===== src/rtl/case6_pipe_eval.sv =====
// case6_pipe_eval: pipelined, parametrised case6 evaluator with a y3 hit counter.
// Latency 2 cycles from input handshake to out_valid; throughput 1 result/cycle.
// Backpressure: out_ready low stalls s2, then s1, and in_ready drops once both are full.
//
// Ports:
//   clk, rst            clock (rising edge), asynchronous active-high reset
//   in_valid/in_ready   operand handshake; in_ready depends only on state and out_ready
//   and_grp/or_grp/par_grp  reduction operands (AND, OR, XOR)
//   par_inv             parity invert, present only when CASE6_PAR_INV_EN is defined
//   out_valid/out_ready result handshake carrying y1/y2/y3
//   hit_clr             synchronous clear of hit_cnt (wins over a simultaneous hit)
//   hit_cnt             saturating count of delivered results with y3=1
// Optional feature macro: CASE6_PAR_INV_EN
module case6_pipe_eval #(
  parameter int AW = 2,
  parameter int OW = 2,
  parameter int PW = 2,
  parameter int CW = 8
) (
  input  logic          clk,
  input  logic          rst,
  input  logic          in_valid,
  output logic          in_ready,
  input  logic [AW-1:0] and_grp,
  input  logic [OW-1:0] or_grp,
  input  logic [PW-1:0] par_grp,
`ifdef CASE6_PAR_INV_EN
  input  logic          par_inv,
`endif
  output logic          out_valid,
  input  logic          out_ready,
  output logic          y1,
  output logic          y2,
  output logic          y3,
  input  logic          hit_clr,
  output logic [CW-1:0] hit_cnt
);

  // Stage 1 holds the three reduced operand bits.
  logic s1_valid;
  logic s1_p;
  logic s1_a;
  logic s1_o;

  // Stage 2 holds the evaluated result.
  logic s2_valid;

  logic s1_adv;
  logic s2_adv;
  logic in_fire;
  logic out_fire;

  // Effective parity of the incoming operand. With the invert feature the
  // inversion is folded in before registering, so s1 carries the final p.
  logic p_in;
`ifdef CASE6_PAR_INV_EN
  assign p_in = (^par_grp) ^ par_inv;
`else
  assign p_in = ^par_grp;
`endif

  // Result equations evaluated from stage-1 values.
  logic y1_nxt;
  logic y2_nxt;
  logic y3_nxt;

  always_comb begin
    y2_nxt = ~s1_a | s1_p;
    y3_nxt = s1_p & ~s1_o;
    y1_nxt = (~s1_p | s1_o) & y2_nxt;
  end

  // A stage may load when it is empty or its content is leaving this cycle.
  assign s2_adv   = ~s2_valid | out_ready;
  assign s1_adv   = ~s1_valid | s2_adv;
  assign in_ready = s1_adv;
  assign in_fire  = in_valid & in_ready;
  assign out_fire = s2_valid & out_ready;

  assign out_valid = s2_valid;

  always_ff @(posedge clk or posedge rst) begin
    if (rst) begin
      s1_valid <= 1'b0;
      s1_p     <= 1'b0;
      s1_a     <= 1'b0;
      s1_o     <= 1'b0;
    end else if (s1_adv) begin
      s1_valid <= in_valid;
      if (in_fire) begin
        s1_p <= p_in;
        s1_a <= &and_grp;
        s1_o <= |or_grp;
      end
    end
  end

  // Results are only overwritten by a valid stage-1 entry, so y1..y3 keep
  // their last values while s2 is empty.
  always_ff @(posedge clk or posedge rst) begin
    if (rst) begin
      s2_valid <= 1'b0;
      y1       <= 1'b0;
      y2       <= 1'b0;
      y3       <= 1'b0;
    end else if (s2_adv) begin
      s2_valid <= s1_valid;
      if (s1_valid) begin
        y1 <= y1_nxt;
        y2 <= y2_nxt;
        y3 <= y3_nxt;
      end
    end
  end

  // Hits are counted when the result is actually taken by the consumer.
  always_ff @(posedge clk or posedge rst) begin
    if (rst) begin
      hit_cnt <= '0;
    end else if (hit_clr) begin
      hit_cnt <= '0;
    end else if (out_fire && y3 && (hit_cnt != {CW{1'b1}})) begin
      hit_cnt <= hit_cnt + CW'(1);
    end
  end

endmodule


===== config.mk =====
export PLATFORM = sky130hd
export DESIGN_NAME = case6_pipe_eval
export DESIGN_NICKNAME = d
export VERILOG_FILES = /design/src/rtl/case6_pipe_eval.sv
export SDC_FILE = /design/constraint.sdc
export NUM_CORES = 1
export LEC_CHECK = 0
export ABC_CLOCK_PERIOD_IN_PS = 1700
export CAP_MARGIN = 20
export CORE_MARGIN = 3
export CORE_UTILIZATION = 44
export DETAILED_ROUTE_END_ITERATION = 6
export PLACE_DENSITY = 0.85
export REMOVE_ABC_BUFFERS = 1
export SETUP_SLACK_MARGIN = 0.3
export SYNTH_ARGS = -nofsm -noshare
export SYNTH_HDL_FRONTEND = slang
export SYNTH_SLANG_ARGS = --single-unit

===== constraint.sdc =====
create_clock -name clk -period 1.7 [get_ports clk]
set_input_delay 0.34 -clock clk [delete_from_list [all_inputs] [get_ports clk]]
set_output_delay 0.34 -clock clk [all_outputs]
set_load 0.005 [all_outputs]

==> flow_summary.json <==
{
  "status": "finished, final reports clean",
  "layout_commonest_cell": "buf_4",
  "required_ps": 1910,
  "die_h_um": 47.9,
  "first_global_vias": 744,
  "clock_skew_ps": 1.75,
  "cts_sinks": 16,
  "overflow": 0,
  "maxCapViolations": 0,
  "core_mm2": 0.00158,
  "fin_cells": 139,
  "dieWidth_um": 47.9,
  "postCtsHoldBufs": 0,
  "syn_inst": 77,
  "fmax_mhz": 657,
  "p_leak_nw": 0.582,
  "seqPwrFrac_pct": 51.2,
  "ir_drop_v": 0.000469,
  "grt_pass1_wl_mm": 3.04,
  "crit_family": "simple AND/OR/NAND/NOR gates",
  "insertedDiodeCount": 0,
  "ant_nets": 0,
  "slew_violations": 0,
  "critPathSlowestCell": "or4_4",
  "drt_iter0_drc": 16,
  "ys_ff_latch": 16,
  "io_pins": 24,
  "port_buffers": 23,
  "finalSetupViolCount": 0,
  "fill_cells": 112,
  "yosysWarnings": 0,
  "relSlewSlack_pct": 76.9,
  "cp_cell_sequence": "buf_6, and3_4, nand4_4, or4_4, a21oi_2",
  "max_stage_delay_ps": 530,
  "clock_latency_ps": 280,
  "period_needed_ps": 1520,
  "synth_top_flop_cell": "dfrtp_1",
  "via_per_inst": 5.61,
  "power_density_mw_per_mm2": 678,
  "numCtsBuffers": 3,
  "grt_max_degree": 17,
  "wire_per_inst_um": 14.6,
  "syn2layout_area_growth_pct": 61.3,
  "p_int_w": 0.000633,
  "whs_ps": 343,
  "seq_area_frac_synth_pct": 51.9,
  "synth_edf_count": 0,
  "yosysUniqueCellTypes": 28,
  "tightest_slew_ps": 346,
  "antenna_found_initial": 0,
  "cts-root-buf": "clkbuf_4",
  "rows": 14,
  "pwr-share-comb_pct": 19.0,
  "hold_violations": 0,
  "worst-setup-path-type": "reg -> reg",
  "timing.setup.tns_ps": 0,
  "ys_async_sr_fraction_pct": 100,
  "power.net_switching_w": 0.000211,
  "syn_avg_cell_area_um2": 10.0,
  "grt_setup_unrepaired": "yes",
  "drive_above_1_share_pct": 31.7,
  "power_switching_share_pct": 25.0,
  "grt_use_total_pct": 19.1,
  "drcViolationCount": 0,
  "period_share_pct": 89.6,
  "hold_path_class": "in -> async",
  "die_area_mm2": 0.00229,
  "vias": 780,
  "worstPathMaxFanout": 4,
  "layout.nets": 136,
  "initial_core_util_pct": 49.0,
  "cts_tree": "built",
  "gp_congestion": 0.897,
  "dpl.hpwl_mm": 1.36,
  "path_clk_slew_ps": 90,
  "final_cell_mix": "buf_4, dfrtp_1, dlygate4sd2_1",
  "clkPwrFrac_pct": 29.7,
  "startpoint_type": "flip-flop",
  "dr.pass1.iters": 4,
  "cts.htree.levels": 1,
  "critical_path_buf_inv_count": 1,
  "clockBufferDepth": 2,
  "worstPathArrival_ps": 1740,
  "dpl.cell_count": 122,
  "synth_area_um2": 772,
  "wirelength_mm": 2.02,
  "end_kind": "flip-flop"
}
## sequential cells by signal (all words and copies together) (netlist names)
signal and cells:
y3 1, s1_o 1, out_valid 1, hit_cnt 8, y1 1, s1_p 1, s1_valid 1, s1_a 1
y2 1
## worst reg2reg max path: cells and delay by family (launching register included)
kind | cells | cell delay (ps)
AO/OA/AOI/OAI | 1 | 160
AND/OR/NAND/NOR | 3 | 810
flip-flops | 1 | 370
buffers and inverters | 1 | 110
## synth_stat cells, drive strengths merged (3+ instances only)
cell	count	share of area (%)
nand2	11	5.3
o21ai	6	3.9
nor2	7	3.4
nor3	4	2.6
a21oi	3	1.9
nand3	3	1.9
dfrtp	16	52
## cell families (layout without fill, tap and decap cells)
family / Yosys count / in the layout / synth area share (%)
AO/OA/AOI/OAI: 13 / 13 / 9.89
buffers and inverters: 3 / 49 / 2.27
AND/OR/NAND/NOR: 38 / 38 / 26.9
XOR/XNOR: 3 / 3 / 3.40
flip-flops: 16 / 16 / 51.9
multiplexers: 3 / 3 / 4.05
adder cells (fa/ha/maj): 1 / 1 / 1.62
## what timing repair did
item	in CTS	in global routing
gates cloned	0	0
endpoints found under the setup margin	20	9
pin swaps	4	9
gates resized for setup	22	12
buffers inserted	11	2
## per-stage QoR
stage / area, µm² / setup WS, ps / power [W] / util, %
2_1_floorplan: 762 / 266 / 0.000500 / -
3_3_place_gp: 1060 / -165 / 0.000597 / 67.5
3_5_place_dp: 1060 / -234 / 0.000606 / 67.5
4_1_cts: 1190 / 175 / 0.000849 / 75.3
5_1_grt: 1240 / 112 / 0.000885 / 79.0
6_report: 1240 / 178 / 0.000844 / 79.0
## per-layer routing
metal	up-vias	share of wire, %	routed length (µm)	GRT usage [%]
met3	6	5.1	103	4.51
li1	363	-	-	-
met5	-	0	0	0
met1	374	39	788	19.8
met4	0	1.3	27	9.14
met2	37	55	1100	35.4
## final timing paths
| path | startpoint | end | slack (ps) | cells after the start |
|---|---|---|---|---|
| setup / recovery | out_valid | hit_cnt[5] | 180 | 5 |
| hold / removal | rst | s1_valid | 340 | 3 |
| setup reg to reg | out_valid | hit_cnt[5] | 180 | 5 |
| hold reg to reg | s1_a | s1_a | 480 | 2 |
| max in group asynchronous | rst | hit_cnt[2] | 1160 | 3 |
| min in group clk | s1_a | s1_a | 480 | 2 |
## power groups by stage
stage | registers, W | logic (W) | clock network (W)
CTS | 0.000432 | 0.000161 | 0.000257
global route | 0.000438 | 0.000179 | 0.000268
floorplan | 0.000441 | 0.0000588 | 0
global placement | 0.000440 | 0.000157 | 0
detailed placement | 0.000442 | 0.000164 | 0
finish | 0.000432 | 0.000161 | 0.000251
## final cells by class
type / instances / area (µm²) / share of cell area, %
Tap cell: 16 / 20.0 / 1.61
Inverter: 2 / 7.51 / 0.603
Multi-Input combinational cell: 58 / 417 / 33.5
Clock buffer: 4 / 36.3 / 2.91
Sequential cell: 16 / 402 / 32.3
Timing Repair Buffer: 43 / 363 / 29.1
No activity file was read; power rests on OpenSTA's default activity.
